### src/rtl/mil_tx_sched.sv
// ---------------------------------------------------------------------------
// mil_tx_sched
//
// Message sequencer in front of the MIL_TXD Manchester word transmitter.
// The host fills a first-word-fall-through FIFO with one command word and
// any number of data words, then pulses go with the message length. The
// block holds the transmitter's txen high so that all words leave as one
// continuous frame. The transmitter itself chooses command sync for the
// first word of a frame and data sync for the words that follow. After
// the frame closes, a minimum idle gap is enforced before done is pulsed.
//
// Parameters
//   DEPTH     FIFO depth in 16-bit words (power of two, 2..32)
//   GAP_BITS  idle bit-times (tx_ce pulses) required after tx_en falls (>=1)
//
// Ports
//   clk      in   system clock, shared with the transmitter
//   rst      in   synchronous active-high reset
//   wr_en    in   host FIFO write strobe
//   wr_dat   in   host FIFO write data (first word of a message = command)
//   full     out  FIFO full; writes while full are dropped
//   level    out  FIFO occupancy, 0..DEPTH
//   go       in   single-cycle message start request
//   msg_len  in   words in the message including the command word
//   busy     out  message running, gap running, or transmitter still active
//   done     out  one-clk pulse when the gap after a good message expires
//   err      out  one-clk pulse on underrun or illegal msg_len
//   tx_txen  out  transmitter txen
//   tx_dat   out  transmitter dat (FIFO head, 0 when empty)
//   tx_en    in   transmitter en_tx (frame active)
//   tx_ce    in   transmitter ce_tact (one clk per bit time)
//   tx_bit   in   transmitter cb_bit (0..19 within a word)
//   tx_end   in   transmitter T_end
// ---------------------------------------------------------------------------
module mil_tx_sched #(
    parameter int DEPTH    = 32,
    parameter int GAP_BITS = 4
) (
    input  logic        clk,
    input  logic        rst,
    input  logic        wr_en,
    input  logic [15:0] wr_dat,
    output logic        full,
    output logic [5:0]  level,
    input  logic        go,
    input  logic [5:0]  msg_len,
    output logic        busy,
    output logic        done,
    output logic        err,
    output logic        tx_txen,
    output logic [15:0] tx_dat,
    input  logic        tx_en,
    input  logic        tx_ce,
    input  logic [4:0]  tx_bit,
    input  logic        tx_end
);

    localparam int         AW       = (DEPTH > 1) ? $clog2(DEPTH) : 1;
    localparam logic [6:0] DEPTH_W  = 7'(DEPTH);
    localparam logic [5:0] DEPTH_L  = 6'(DEPTH);
    localparam logic [7:0] GAP_LAST = 8'(GAP_BITS - 1);

    typedef enum logic [2:0] {
        IDLE,
        START,
        SEND,
        DRAIN,
        GAP
    } state_t;

    state_t              state;
    logic [15:0]         mem [DEPTH];
    logic [AW-1:0]       wr_ptr;
    logic [AW-1:0]       rd_ptr;
    logic [5:0]          count;
    logic [5:0]          count_next;
    logic [5:0]          rem;
    logic [7:0]          gap_cnt;
    logic                bad;
    logic                tx_en_q;
    logic                latch;
    logic                en_rise;
    logic                en_fall;
    logic                do_wr;
    logic                do_pop;

    // The end of a frame is observed through tx_en falling, so T_end
    // carries no extra information for this block.
    logic unused_inputs;
    assign unused_inputs = tx_end;

    // The transmitter samples dat on this bit-time; it is the only point
    // where a word is consumed.
    assign latch   = tx_ce & tx_en & (tx_bit == 5'd2);
    assign en_rise = tx_en & ~tx_en_q;
    assign en_fall = ~tx_en & tx_en_q;

    assign do_wr  = wr_en & ~full;
    assign do_pop = latch & (state == SEND) & (count != 6'd0);

    assign full   = (count == DEPTH_L);
    assign level  = count;
    assign tx_dat = (count == 6'd0) ? 16'h0000 : mem[rd_ptr];
    assign busy   = (state != IDLE) | tx_en;

    // Occupancy after this clock; a write and a pop together cancel.
    always_comb begin
        count_next = count;
        if (do_wr && !do_pop) begin
            count_next = count + 6'd1;
        end else if (!do_wr && do_pop) begin
            count_next = count - 6'd1;
        end
    end

    // FIFO storage has no reset; only the pointers define its contents.
    always_ff @(posedge clk) begin
        if (do_wr) begin
            mem[wr_ptr] <= wr_dat;
        end
    end

    // FIFO pointers/occupancy and the delayed tx_en used for edge detection.
    always_ff @(posedge clk) begin
        if (rst) begin
            wr_ptr  <= '0;
            rd_ptr  <= '0;
            count   <= 6'd0;
            tx_en_q <= 1'b0;
        end else begin
            tx_en_q <= tx_en;
            count   <= count_next;
            if (do_wr) begin
                wr_ptr <= wr_ptr + 1'b1;
            end
            if (do_pop) begin
                rd_ptr <= rd_ptr + 1'b1;
            end
        end
    end

    // Message sequencer. An underrun drops txen at once so the transmitter
    // closes the frame after the word it is already sending; the gap is
    // still enforced, but done is suppressed for that message.
    always_ff @(posedge clk) begin
        if (rst) begin
            state   <= IDLE;
            tx_txen <= 1'b0;
            done    <= 1'b0;
            err     <= 1'b0;
            rem     <= 6'd0;
            gap_cnt <= 8'd0;
            bad     <= 1'b0;
        end else begin
            done <= 1'b0;
            err  <= 1'b0;
            case (state)
                IDLE: begin
                    if (go && !busy) begin
                        if (msg_len == 6'd0 || {1'b0, msg_len} > DEPTH_W) begin
                            err <= 1'b1;
                        end else begin
                            rem     <= msg_len;
                            bad     <= 1'b0;
                            tx_txen <= 1'b1;
                            state   <= START;
                        end
                    end
                end
                START: begin
                    if (en_rise) begin
                        if (count == 6'd0) begin
                            tx_txen <= 1'b0;
                            err     <= 1'b1;
                            bad     <= 1'b1;
                            state   <= DRAIN;
                        end else begin
                            state <= SEND;
                        end
                    end
                end
                SEND: begin
                    if (latch) begin
                        rem <= rem - 6'd1;
                        if (rem == 6'd1) begin
                            tx_txen <= 1'b0;
                            state   <= DRAIN;
                        end else if (count_next == 6'd0) begin
                            // Another word is still owed but nothing is left
                            // to present at the next latch point.
                            tx_txen <= 1'b0;
                            err     <= 1'b1;
                            bad     <= 1'b1;
                            state   <= DRAIN;
                        end
                    end
                end
                DRAIN: begin
                    if (en_fall) begin
                        gap_cnt <= 8'd0;
                        state   <= GAP;
                    end
                end
                GAP: begin
                    if (tx_ce) begin
                        if (gap_cnt == GAP_LAST) begin
                            done  <= ~bad;
                            state <= IDLE;
                        end else begin
                            gap_cnt <= gap_cnt + 8'd1;
                        end
                    end
                end
                default: begin
                    tx_txen <= 1'b0;
                    state   <= IDLE;
                end
            endcase
        end
    end

endmodule

### config.mk
export PLATFORM = sky130hd
export DESIGN_NAME = mil_tx_sched
export DESIGN_NICKNAME = d
export VERILOG_FILES = /design/src/rtl/mil_tx_sched.sv
export SDC_FILE = /design/constraint.sdc
export NUM_CORES = 1
export LEC_CHECK = 0
export ABC_AREA = 1
export CAP_MARGIN = 20
export CELL_PAD_IN_SITES_DETAIL_PLACEMENT = 0
export CELL_PAD_IN_SITES_GLOBAL_PLACEMENT = 1
export CORE_AREA = 2 2 241 243
export CTS_CLUSTER_SIZE = 14
export DETAILED_ROUTE_END_ITERATION = 7
export DIE_AREA = 0 0 243 245
export DONT_BUFFER_PORTS = 1
export GPL_ROUTABILITY_DRIVEN = 0
export PLACE_DENSITY = 0.63
export SKIP_CTS_REPAIR_TIMING = 1
export SLEW_MARGIN = 20
export SYNTH_ARGS = -nofsm -noshare
export SYNTH_HDL_FRONTEND = slang
export SYNTH_SLANG_ARGS = --single-unit
### constraint.sdc
create_clock -name clk -period 4.3 [get_ports clk]
set_clock_uncertainty 0.15 [all_clocks]
set_input_delay 1.29 -clock clk [delete_from_list [all_inputs] [get_ports clk]]
set_output_delay 1.29 -clock clk [all_outputs]
set_load 0.005 [all_outputs]
==> reports/results.ini, run 1 <==
[grt]
grt_pass1_vias=14230
antenna_violations_before_repair=0
grt_start_max_net_pins=153
globalRouteMet1Util=0.2744
grt_use_met2=0.3213
global_route.usage.total=0.1993
grt_overflow_total=0
grtUsageMet3=0.02985
grt_first_pass_wirelength_um=88820
gr-max-usage-layer=met2

[worst_hold_path]
hold_path_depth=2
hold_start=rd_ptr[4]$_SDFFE_PP0N_
min-delay-path-class=register to register

[setup_path]
critical_path.startpoint_type=register
cp_data_arrival_time_ns=2.79
crit_type=register to output port
worstPathMaxFanout=38
timing.reg2reg.setup_slack_ns=1.41
critPathCaptureType=output port
crit-reg2reg-launch=level[0]$_SDFF_PP0_
critPathRequiredTime_ns=2.86
timing.reg2reg.worst_path_depth=16
critical_path.reg2reg.endpoint=state[1]$_SDFFE_PP0P_

[power_and_ir_drop]
power_density_mw_per_mm2=451.9
p_leak_nw=8.631
peak_vdd_ir_v=0.0002855
power.total_w=0.01180

[die]
coreArea_mm2=0.05703
number_of_placement_rows=88
floorplan.die.height_um=245
pin_count=61
fp.dieW_um=243
fp.dieArea_mm2=0.05954
floorplan.initialDensity=0.3941

[finish]
syn_to_final_growth_pct=16.14
final_layout_size_suffix_gt1_frac=0.1297
design.final.nets=1899
final_util=0.4577
diodes=0

[place]
dp_hpwl_um=33820
place_ws_ns=0.3954
number_of_port_buffers=0

[sta]
timing_hold_violations_final=0
tightestPinTransition_ns=0.7433
timing.final.max_slew_violations=0
finalWorstSetupSlack_ns=0.07312
final.hold.worst_slack_ns=0.3286
finalSetupViolations=0
setup_repair_after_global_routing_missed_its_margin=true
fin_crit_ns=4.227
worst_slew_margin_rel=0.5039
setup_tns_ns=0
fmax_mhz=236.6
share_of_the_cycle_needed_by_the_critical_path_after_routing=0.9830

[yosys]
synth-async-reset-ratio=0
yosys_register_bits=555
post_synth_num_cell_types=44
syn-instance-count=1815
top_ff_cell_synth=sky130_fd_sc_hd__edfxtp_1
synth_nets=1860
cell_area_after_synthesis_mm2=0.02248
count_of_flip_flops_with_a_built_in_enable_after_synthesis=512
synth_seq_area_share=0.7223
synthesis.yosys.warnings=0
synthesis.area_per_instance_um2=12.38

[flow_run]
drv.max_cap_violation_count=0

[routing]
detail_route.wl_per_cell_um=23.36
first_iter_violations=1181
vias_per_cell=5.499
drc=0
antenna_left=0
pre_repair_dr_iteration_count=5
finalWirelength_um=62350
via_count=14680

[clocking]
tritoncts=done
cts.htree.levels=2
worst_skew_pair.late_latency_ns=0.61
numClockSinks=555
clk_pin_slew_worst_paths_ns=0.06
clockRootBuffer=sky130_fd_sc_hd__clkbuf_16
cts_max_path_buffers=3
cts_inserted_buffers=59

[outcome]
outcome=finished clean

-- worst max-delay path, stage by stage (launching register included) --
cell and delay [ns]:
sky130_fd_sc_hd__dfxtp_4 0.49, sky130_fd_sc_hd__buf_12 0.17, sky130_fd_sc_hd__buf_16 0.21, sky130_fd_sc_hd__o21ai_0 0.12, sky130_fd_sc_hd__o221ai_1 0.26, sky130_fd_sc_hd__nand3_2 0.17, sky130_fd_sc_hd__nand3_1 0.20, sky130_fd_sc_hd__nand2_1 0.14
sky130_fd_sc_hd__a31oi_2 0.25, sky130_fd_sc_hd__buf_4 0.16
-- sequential cells by signal, summed over array words and instances (netlist names), named ones only --
signal / count
tx_en_q: 1
level: 6
gap_cnt: 8
state: 3
mem: 512
done: 1
err: 1
wr_ptr: 5
rd_ptr: 5
tx_txen: 1
rem: 6
bad: 1
-- worst max path at each step --
stage,endpoint,depth (start not counted),from,slack (ns)
2_1_floorplan,mem[31][0]$_DFFE_PP_,4,wr_en,1.0
3_5_place_dp,tx_dat[0],8,register,0.40
4_1_cts,tx_dat[13],8,register,-0.27
6_report,tx_dat[0],9,register,0.07
5_1_grt,tx_dat[10],9,register,-0.03
3_3_place_gp,tx_dat[13],9,register,0.39
-- per-layer routing --
layer  share of wire  up-vias
met2            0.47      402
li1                -     6821
met3           0.059       93
met1            0.44     7361
met5               0        -
met4           0.030        0
-- final cells by class --
class	count	area, µm²
fill	5172	30930
timing repair buffer	95	1006
tap	765	957.2
clock inverter	33	357.8
multi-input combinational	1082	5654
inverter	61	252.7
sequential	555	16250
clock buffer	78	1630
-- placed cells by master (no fill, tap or decap), types with 5 or more instances in the layout --
cell type / count
sky130_fd_sc_hd__a31oi_2: 5
sky130_fd_sc_hd__nor3_1: 11
sky130_fd_sc_hd__o21ai_0: 291
sky130_fd_sc_hd__nor2_1: 356
sky130_fd_sc_hd__nand2_1: 90
sky130_fd_sc_hd__o311ai_1: 5
sky130_fd_sc_hd__dfxtp_1: 40
sky130_fd_sc_hd__bufinv_16: 8
sky130_fd_sc_hd__nor2_2: 21
sky130_fd_sc_hd__edfxtp_1: 512
sky130_fd_sc_hd__o22ai_1: 51
sky130_fd_sc_hd__buf_4: 71
sky130_fd_sc_hd__o211ai_1: 11
sky130_fd_sc_hd__clkbuf_16: 67
sky130_fd_sc_hd__clkinv_1: 13
sky130_fd_sc_hd__clkinv_2: 9
sky130_fd_sc_hd__o221ai_1: 77
sky130_fd_sc_hd__clkbuf_1: 13
sky130_fd_sc_hd__inv_1: 50
sky130_fd_sc_hd__a21oi_1: 22
sky130_fd_sc_hd__ha_1: 11
sky130_fd_sc_hd__buf_6: 6
sky130_fd_sc_hd__nand3_2: 7
sky130_fd_sc_hd__inv_2: 8
sky130_fd_sc_hd__nand3_1: 61
sky130_fd_sc_hd__a31oi_1: 20
sky130_fd_sc_hd__buf_12: 7
-- logic make-up after synthesis --
group / synth area share
flops: 0.7223
simple gates: 0.1067
buf+inv: 0.03156
xor+xnor: 0.001948
compound gates: 0.1314
fa+ha+maj: 0.006123
-- where the power goes --
part / total [W] / internal [W] / switching [W] / leakage [nW]
sequential: 0.00602 / 0.00597 / 0.0000478 / 4.96
combinational: 0.000601 / 0.000204 / 0.000397 / 2.70
clock: 0.00518 / 0.00313 / 0.00205 / 0.969
-- Yosys cell counts, types with 2 or more instances --
cell / count / area [µm²]
sky130_fd_sc_hd__nand2_4: 2 / 22.52
sky130_fd_sc_hd__o21ai_0: 291 / 1456
sky130_fd_sc_hd__nor2_4: 3 / 33.78
sky130_fd_sc_hd__or2_2: 2 / 12.51
sky130_fd_sc_hd__o22ai_1: 51 / 319.1
sky130_fd_sc_hd__nand4_1: 3 / 18.77
sky130_fd_sc_hd__o311ai_0: 7 / 61.31
sky130_fd_sc_hd__nor2_1: 375 / 1408
sky130_fd_sc_hd__inv_1: 52 / 195.2
sky130_fd_sc_hd__edfxtp_1: 512 / 15370
sky130_fd_sc_hd__clkbuf_1: 95 / 356.6
sky130_fd_sc_hd__ha_1: 11 / 137.6
sky130_fd_sc_hd__buf_6: 2 / 22.52
sky130_fd_sc_hd__nand2_1: 90 / 337.8
sky130_fd_sc_hd__nor4_1: 2 / 12.51
sky130_fd_sc_hd__o211ai_1: 11 / 82.58
sky130_fd_sc_hd__nor3_1: 12 / 60.06
sky130_fd_sc_hd__dfxtp_1: 43 / 860.8
sky130_fd_sc_hd__xor2_1: 4 / 35.03
sky130_fd_sc_hd__nor2_2: 2 / 12.51
sky130_fd_sc_hd__a31oi_1: 25 / 156.4
sky130_fd_sc_hd__nand3_1: 64 / 320.3
sky130_fd_sc_hd__buf_2: 16 / 80.08
sky130_fd_sc_hd__nor3b_1: 4 / 30.03
sky130_fd_sc_hd__nand2_2: 3 / 18.77
sky130_fd_sc_hd__nand3_2: 4 / 40.04
sky130_fd_sc_hd__buf_1: 3 / 11.26
sky130_fd_sc_hd__a221oi_1: 4 / 35.03
sky130_fd_sc_hd__o221ai_1: 77 / 674.4
sky130_fd_sc_hd__inv_2: 7 / 26.28
sky130_fd_sc_hd__o21ai_1: 2 / 10.01
sky130_fd_sc_hd__o21a_1: 2 / 15.01
sky130_fd_sc_hd__a21oi_1: 23 / 115.1
-- stage by stage --
stage / cells / area, µm²
after floorplan: 1815 / 22480
after global placement: 2546 / 23750
after detailed placement: 2546 / 23750
after CTS: 2657 / 25740
after global routing: 2669 / 26110
final: 2669 / 26110
No activity file was read; power rests on OpenSTA's default activity.
==> run 2, diff against run 1 <==
Settings changed: MAX_ROUTING_LAYER set to met4.
Clock period 4.3 ns to 3.9 ns, I/O delays scaled along.
==> run 2 against run 1 <==
  * The run now ends with setup timing left
  * Die area stayed put
  * Largest cell class unchanged
  * Largest power group unchanged
  * Cell count is 2.1% higher
  * Count of clock-buffer cells in the layout is 15 lower
  * Global-route usage is 0.92 points higher
  * Hold slack worse by 0.0073 ns
  * First-iteration DRC count is 1.2% higher
  * Via count is 3.2% higher
  * Setup slack worse by 0.21 ns
  * Sequential power is 10% higher
  * Routed wire length is 7.2% higher
  * Sequential share of layout area is 3.0 points lower
==> reports/results.ini, run 2 (same netlist as run 1, synthesis figures left out) <==
[grt]
grt_start_max_net_pins=79
antenna_violations_before_repair=0
grt_first_pass_wirelength_um=89880
grt_overflow_total=0
global_route.usage.total=0.2085
grt_pass1_vias=14090

[finish]
final-instance-count-excl-fill=2726
fillers=5108
diodes=0
top_regs=mem (512), gap_cnt (8)
flip_flop_count_of_the_largest_register_all_copies_and_words_added=512
largest-register=mem
final_layout_size_suffix_gt1_frac=0.2004
design.final.nets=1962
final_common_cell=sky130_fd_sc_hd__edfxtp_1
layout.cells.most_common_list=sky130_fd_sc_hd__edfxtp_1 (512), sky130_fd_sc_hd__nor2_1 (348), sky130_fd_sc_hd__o21ai_0 (244)
final_design_area_no_fill_mm2=0.02743
syn_to_final_growth_pct=22.03

[die]
floorplan.initialDensity=0.3941
number_of_placement_rows=88
floorplan.die.height_um=245
fp.dieW_um=243
coreArea_mm2=0.05703
pin_count=61
fp.dieArea_mm2=0.05954

[setup_path]
critPathTopFamily=buffers and inverters
critical_path.startpoint_type=register
crit_path_max_incr_delay_ns=0.39
crit_type=register to output port
cp_data_arrival_time_ns=2.71
worst_path_max_delay_cell=sky130_fd_sc_hd__dfxtp_4
critPathCaptureType=output port
cp.buffers_inverters=5
worstPathMaxFanout=8
crit_chain=buf_6 -> clkbuf_16 -> buf_6 -> clkbuf_16 -> o21ai_0 -> o221ai_1 -> nand3_1 -> nand3_1 -> nand2_1 -> a31oi_2 -> buf_4
critPathRequiredTime_ns=2.58

[routing]
antenna_left=0
vias_per_cell=5.558
drc=0
finalWirelength_um=66840
via_count=15150
detail_route.wl_per_cell_um=24.52
first_iter_violations=1195
pre_repair_dr_iteration_count=5

[power_and_ir_drop]
share_seq_of_total_power=0.522
p_clk_frac=0.424
switching_share=0.2216
internal_power_w=0.009892
share_comb_of_total_power=0.054
peak_vdd_ir_v=0.0003420
power_switching_w=0.002817
power_density_mw_per_mm2=463.3
p_leak_nw=9.138

[place]
number_of_port_buffers=0
post_dp_cell_area_mm2=0.02385
dp_hpwl_um=34810
place_ws_ns=0.1457
place.detailed.instances=2559

[clocking]
worst_skew_pair.late_latency_ns=0.62
cts.htree.levels=2
cts_max_path_buffers=3
clk_pin_slew_worst_paths_ns=0.06
numClockSinks=555
cts_inserted_buffers=58
clockRootBuffer=sky130_fd_sc_hd__clkbuf_16
tritoncts=done

[sta]
worst_slew_margin_rel=0.5776
fin_crit_ns=4.033
finalSetupViolations=11
share_of_the_cycle_needed_by_the_critical_path_after_routing=1.034
final.hold.worst_slack_ns=0.3213
setup_repair_after_global_routing_missed_its_margin=true
finalWorstSetupSlack_ns=-0.1332
timing_hold_violations_final=0
timing.final.max_slew_violations=0
fmax_mhz=247.9
tightestPinTransition_ns=0.6308

[flow_run]
drv.max_cap_violation_count=0

[outcome]
outcome=finished, violations left
failing_checks=setup timing

[worst_hold_path]
min-delay-path-class=register to register

run 2: cell types whose count changed in the layout (fill, tap and decap cells not counted), moves of 9 or more:
cell / delta
sky130_fd_sc_hd__clkbuf_16: +11
sky130_fd_sc_hd__o21ai_1: +23
sky130_fd_sc_hd__o221ai_1: -12
sky130_fd_sc_hd__nand2_2: +9
sky130_fd_sc_hd__clkbuf_1: -9
sky130_fd_sc_hd__o21ai_0: -47
sky130_fd_sc_hd__o21ai_2: +24
sky130_fd_sc_hd__buf_6: +15
sky130_fd_sc_hd__nand2_1: -9
sky130_fd_sc_hd__o221ai_2: +11
sky130_fd_sc_hd__buf_4: +13
sky130_fd_sc_hd__buf_12: +10
run 2: area by class of cell:
class | instances | area [µm²] | share of cell area
Timing Repair inverter | 3 | 38.79 | 0.001414
Clock inverter | 41 | 336.6 | 0.01227
Inverter | 61 | 262.8 | 0.009579
Multi-Input combinational cell | 1082 | 6088 | 0.2220
Timing Repair Buffer | 156 | 2008 | 0.07321
Sequential cell | 555 | 16250 | 0.5923
Tap cell | 765 | 957.2 | 0.03489
Clock buffer | 63 | 1491 | 0.05437
run 2: per-stage QoR:
stage	util	power (W)	TNS (ns)
after global routing	0.4809	0.01310	-1.707
final	0.4809	0.01271	-0.5833
after detailed placement	0.4181	0.007421	0
after floorplan	-	0.007204	0
after CTS	0.4502	0.01275	-6.592
after global placement	0.4181	0.007414	0
run 2: path summary, 6_finish.rpt:
kind / start / endpoint / slack, ns / cells past startpoint
setup / recovery: register / tx_dat[7] / -0.13 / 11
hold / removal: gap_cnt[6]$_SDFFE_PP0P_ / gap_cnt[6]$_SDFFE_PP0P_ / 0.32 / 1
setup reg to reg: level[0]$_SDFF_PP0_ / state[1]$_SDFFE_PP0P_ / 0.95 / 16
hold reg to reg: gap_cnt[6]$_SDFFE_PP0P_ / gap_cnt[6]$_SDFFE_PP0P_ / 0.32 / 1
run 2: metal layers:
| layer | vias to the layer above | part of all wire | routed length [µm] | GRT usage |
|---|---|---|---|---|
| met5 | - | 0 | 0 | - |
| li1 | 6956 | - | - | - |
| met1 | 7686 | 0.44 | 29700 | 0.2780 |
| met3 | 97 | 0.053 | 3550 | 0.02646 |
| met2 | 412 | 0.48 | 31830 | 0.3348 |
| met4 | 0 | 0.026 | 1749 | 0.06478 |
run 2: power by group through the flow:
stage	registers [W]	clock network, W	logic, W
2_1_floorplan	0.00675	0	0.000457
3_3_place_gp	0.00676	0	0.000658
3_5_place_dp	0.00676	0	0.000662
4_1_cts	0.00663	0.00546	0.000664
5_1_grt	0.00664	0.00568	0.000781
6_report	0.00663	0.00539	0.000690
==> run 3, diff against run 2 <==
Settings changed: PLACE_DENSITY 0.63 to 0.65.
Clock period 3.9 ns to 3.5 ns, I/O delays scaled along.
==> run 3 against run 2 <==
  * The flow still finishes with violations (setup timing)
  * Hold slack improved by 0.0072 ns
  * Critical path depth shrank 1
  * Clock power grew 7.8%
  * Total power is 10% higher
  * Cell count is 1.2% higher
  * Combinational power rose by 14%
  * Setup slack worse by 0.19 ns
  * Cell area increased by 1.5%
  * Sequential share of layout area fell by 0.90 points
  * Largest power group unchanged
==> reports/results.ini, run 3 (same netlist as run 1, synthesis figures left out) <==
[grt]
grt_use_met2=0.3171
globalRouteMet1Util=0.2894
gr-max-usage-layer=met2
grt_start_max_net_pins=61
global_route.usage.total=0.2082
antenna_violations_before_repair=0
grt_first_pass_wirelength_um=89890
grt_overflow_total=0
grt_pass1_vias=14220
grtUsageMet3=0.03105

[setup_path]
timing.reg2reg.setup_slack_ns=0.67
critPathCaptureType=output port
crit-reg2reg-launch=level[0]$_SDFF_PP0_
critical_path.reg2reg.endpoint=mem[28][3]$_DFFE_PP_
critPathRequiredTime_ns=2.30
timing.reg2reg.worst_path_depth=8
worst_path_max_delay_cell=sky130_fd_sc_hd__dfxtp_4
crit_chain=inv_8 -> buf_12 -> buf_16 -> buf_12 -> buf_12 -> o21ai_4 -> o22ai_2 -> o211ai_1 -> a31oi_1 -> buf_4
worstPathMaxFanout=10
cpMostUsedCell=sky130_fd_sc_hd__buf_12
critical_path.startpoint_type=register
crit_type=register to output port
crit_path_max_incr_delay_ns=0.44
cp_data_arrival_time_ns=2.62
cp.buffers_inverters=6
critPathTopFamily=buffers and inverters

[clocking]
cts_max_path_buffers=3
numClockSinks=555
cts.htree.levels=2
worst_skew_pair.late_latency_ns=0.61
tritoncts=done
clk_pin_slew_worst_paths_ns=0.06
cts_inserted_buffers=57
clockRootBuffer=sky130_fd_sc_hd__clkbuf_16

[power_and_ir_drop]
power_density_mw_per_mm2=502.2
p_leak_nw=9.387
peak_vdd_ir_v=0.0003580

[routing]
finalWirelength_um=66760
vias_per_cell=5.557
drc=0
antenna_left=0
via_count=15340
first_iter_violations=1312
pre_repair_dr_iteration_count=6
detail_route.wl_per_cell_um=24.19

[finish]
flip_flop_count_of_the_largest_register_all_copies_and_words_added=512
final-instance-count-excl-fill=2760
design.final.nets=1993
seqCellArea_mm2=0.01625
diodes=0
multiInputGateArea_mm2=0.005995
largest-register=mem
syn_to_final_growth_pct=23.91
top_regs=mem (512), gap_cnt (8)
final_layout_size_suffix_gt1_frac=0.2005
final_common_cell=sky130_fd_sc_hd__edfxtp_1
fillers=5052
layout.cells.most_common_list=sky130_fd_sc_hd__edfxtp_1 (512), sky130_fd_sc_hd__nor2_1 (351), sky130_fd_sc_hd__o21ai_0 (225)

[die]
coreArea_mm2=0.05703
floorplan.initialDensity=0.3941
fp.dieArea_mm2=0.05954
fp.dieW_um=243
pin_count=61
number_of_placement_rows=88
floorplan.die.height_um=245

[place]
place_ws_ns=0.01156
number_of_port_buffers=0
place.detailed.instances=2575
dp_hpwl_um=34960

[worst_hold_path]
hold_start=rd_ptr[4]$_SDFFE_PP0N_
hold_path_depth=2
min-delay-path-class=register to register

[sta]
finalSetupViolations=16
setup_repair_after_global_routing_missed_its_margin=true
worst_slew_margin_rel=0.4025
timing.final.max_slew_violations=0
fin_crit_ns=3.824
finalWorstSetupSlack_ns=-0.3244
setup_tns_ns=-4.068
tightestPinTransition_ns=0.8953
timing_hold_violations_final=0
share_of_the_cycle_needed_by_the_critical_path_after_routing=1.093
fmax_mhz=261.5

[outcome]
failing_checks=setup timing
outcome=finished, violations left

[flow_run]
drv.max_cap_violation_count=0

run 3: cell count changes in the layout (fill, tap and decap cells not counted), sizes merged:
cell,change
buf,+24
clkinvlp,-1
clkinv,-3
bufinv,-2
clkbuf,+18
inv,-2
run 3: cell type report:
| cell class | count | area share |
|---|---|---|
| Tap cell | 765 | 0.03436 |
| Timing Repair inverter | 2 | 0.001662 |
| Multi-Input combinational cell | 1082 | 0.2152 |
| Sequential cell | 555 | 0.5833 |
| Clock buffer | 72 | 0.05476 |
| Timing Repair Buffer | 189 | 0.09249 |
| Clock inverter | 34 | 0.008580 |
| Inverter | 61 | 0.009613 |
run 3: through the flow:
stage | hold slack (ns) | instance area [µm²] | total power, W | utilization
final | 0.3285 | 27850 | 0.01399 | 0.4884
after global placement | 0.3047 | 24110 | 0.008259 | 0.4227
after CTS | 0.3162 | 25870 | 0.01402 | 0.4537
after detailed placement | 0.3190 | 24110 | 0.008264 | 0.4227
after floorplan | 0.2837 | 22480 | 0.008028 | -
after global routing | 0.3194 | 27850 | 0.01444 | 0.4884
run 3: power by group:
part | switching, W | internal [W] | leakage [nW]
combinational | 0.000504 | 0.000286 | 3.56
clock | 0.00252 | 0.00329 | 0.865
sequential | 0.0000592 | 0.00733 | 4.96
total | 0.00308 | 0.0109 | 9.39
run 3: worst max-delay path by stage:
stage               startpoint                    to  slack, ns  cells past startpoint
floorplan                wr_en  mem[31][0]$_DFFE_PP_       0.44                      4
global placement      register            tx_dat[10]       0.04                     10
detailed placement    register            tx_dat[10]       0.01                     10
CTS                   register            tx_dat[10]      -0.65                     10
global route          register            tx_dat[14]      -0.39                     12
finish                register             tx_dat[7]      -0.32                     10
run 3: worst min-delay path, delay by kind of cell, from the launching register on:
kind / cells / cell delay (ns)
buffers and inverters: 1 / 0.06
AO/OA/AOI/OAI: 1 / 0.08
flip-flops: 1 / 0.30
run 3: metal layers:
layer,up-vias,wire [µm]
li1,7029,-
met1,7704,29430
met2,510,31140
met3,93,4299
met4,0,1884
met5,-,0
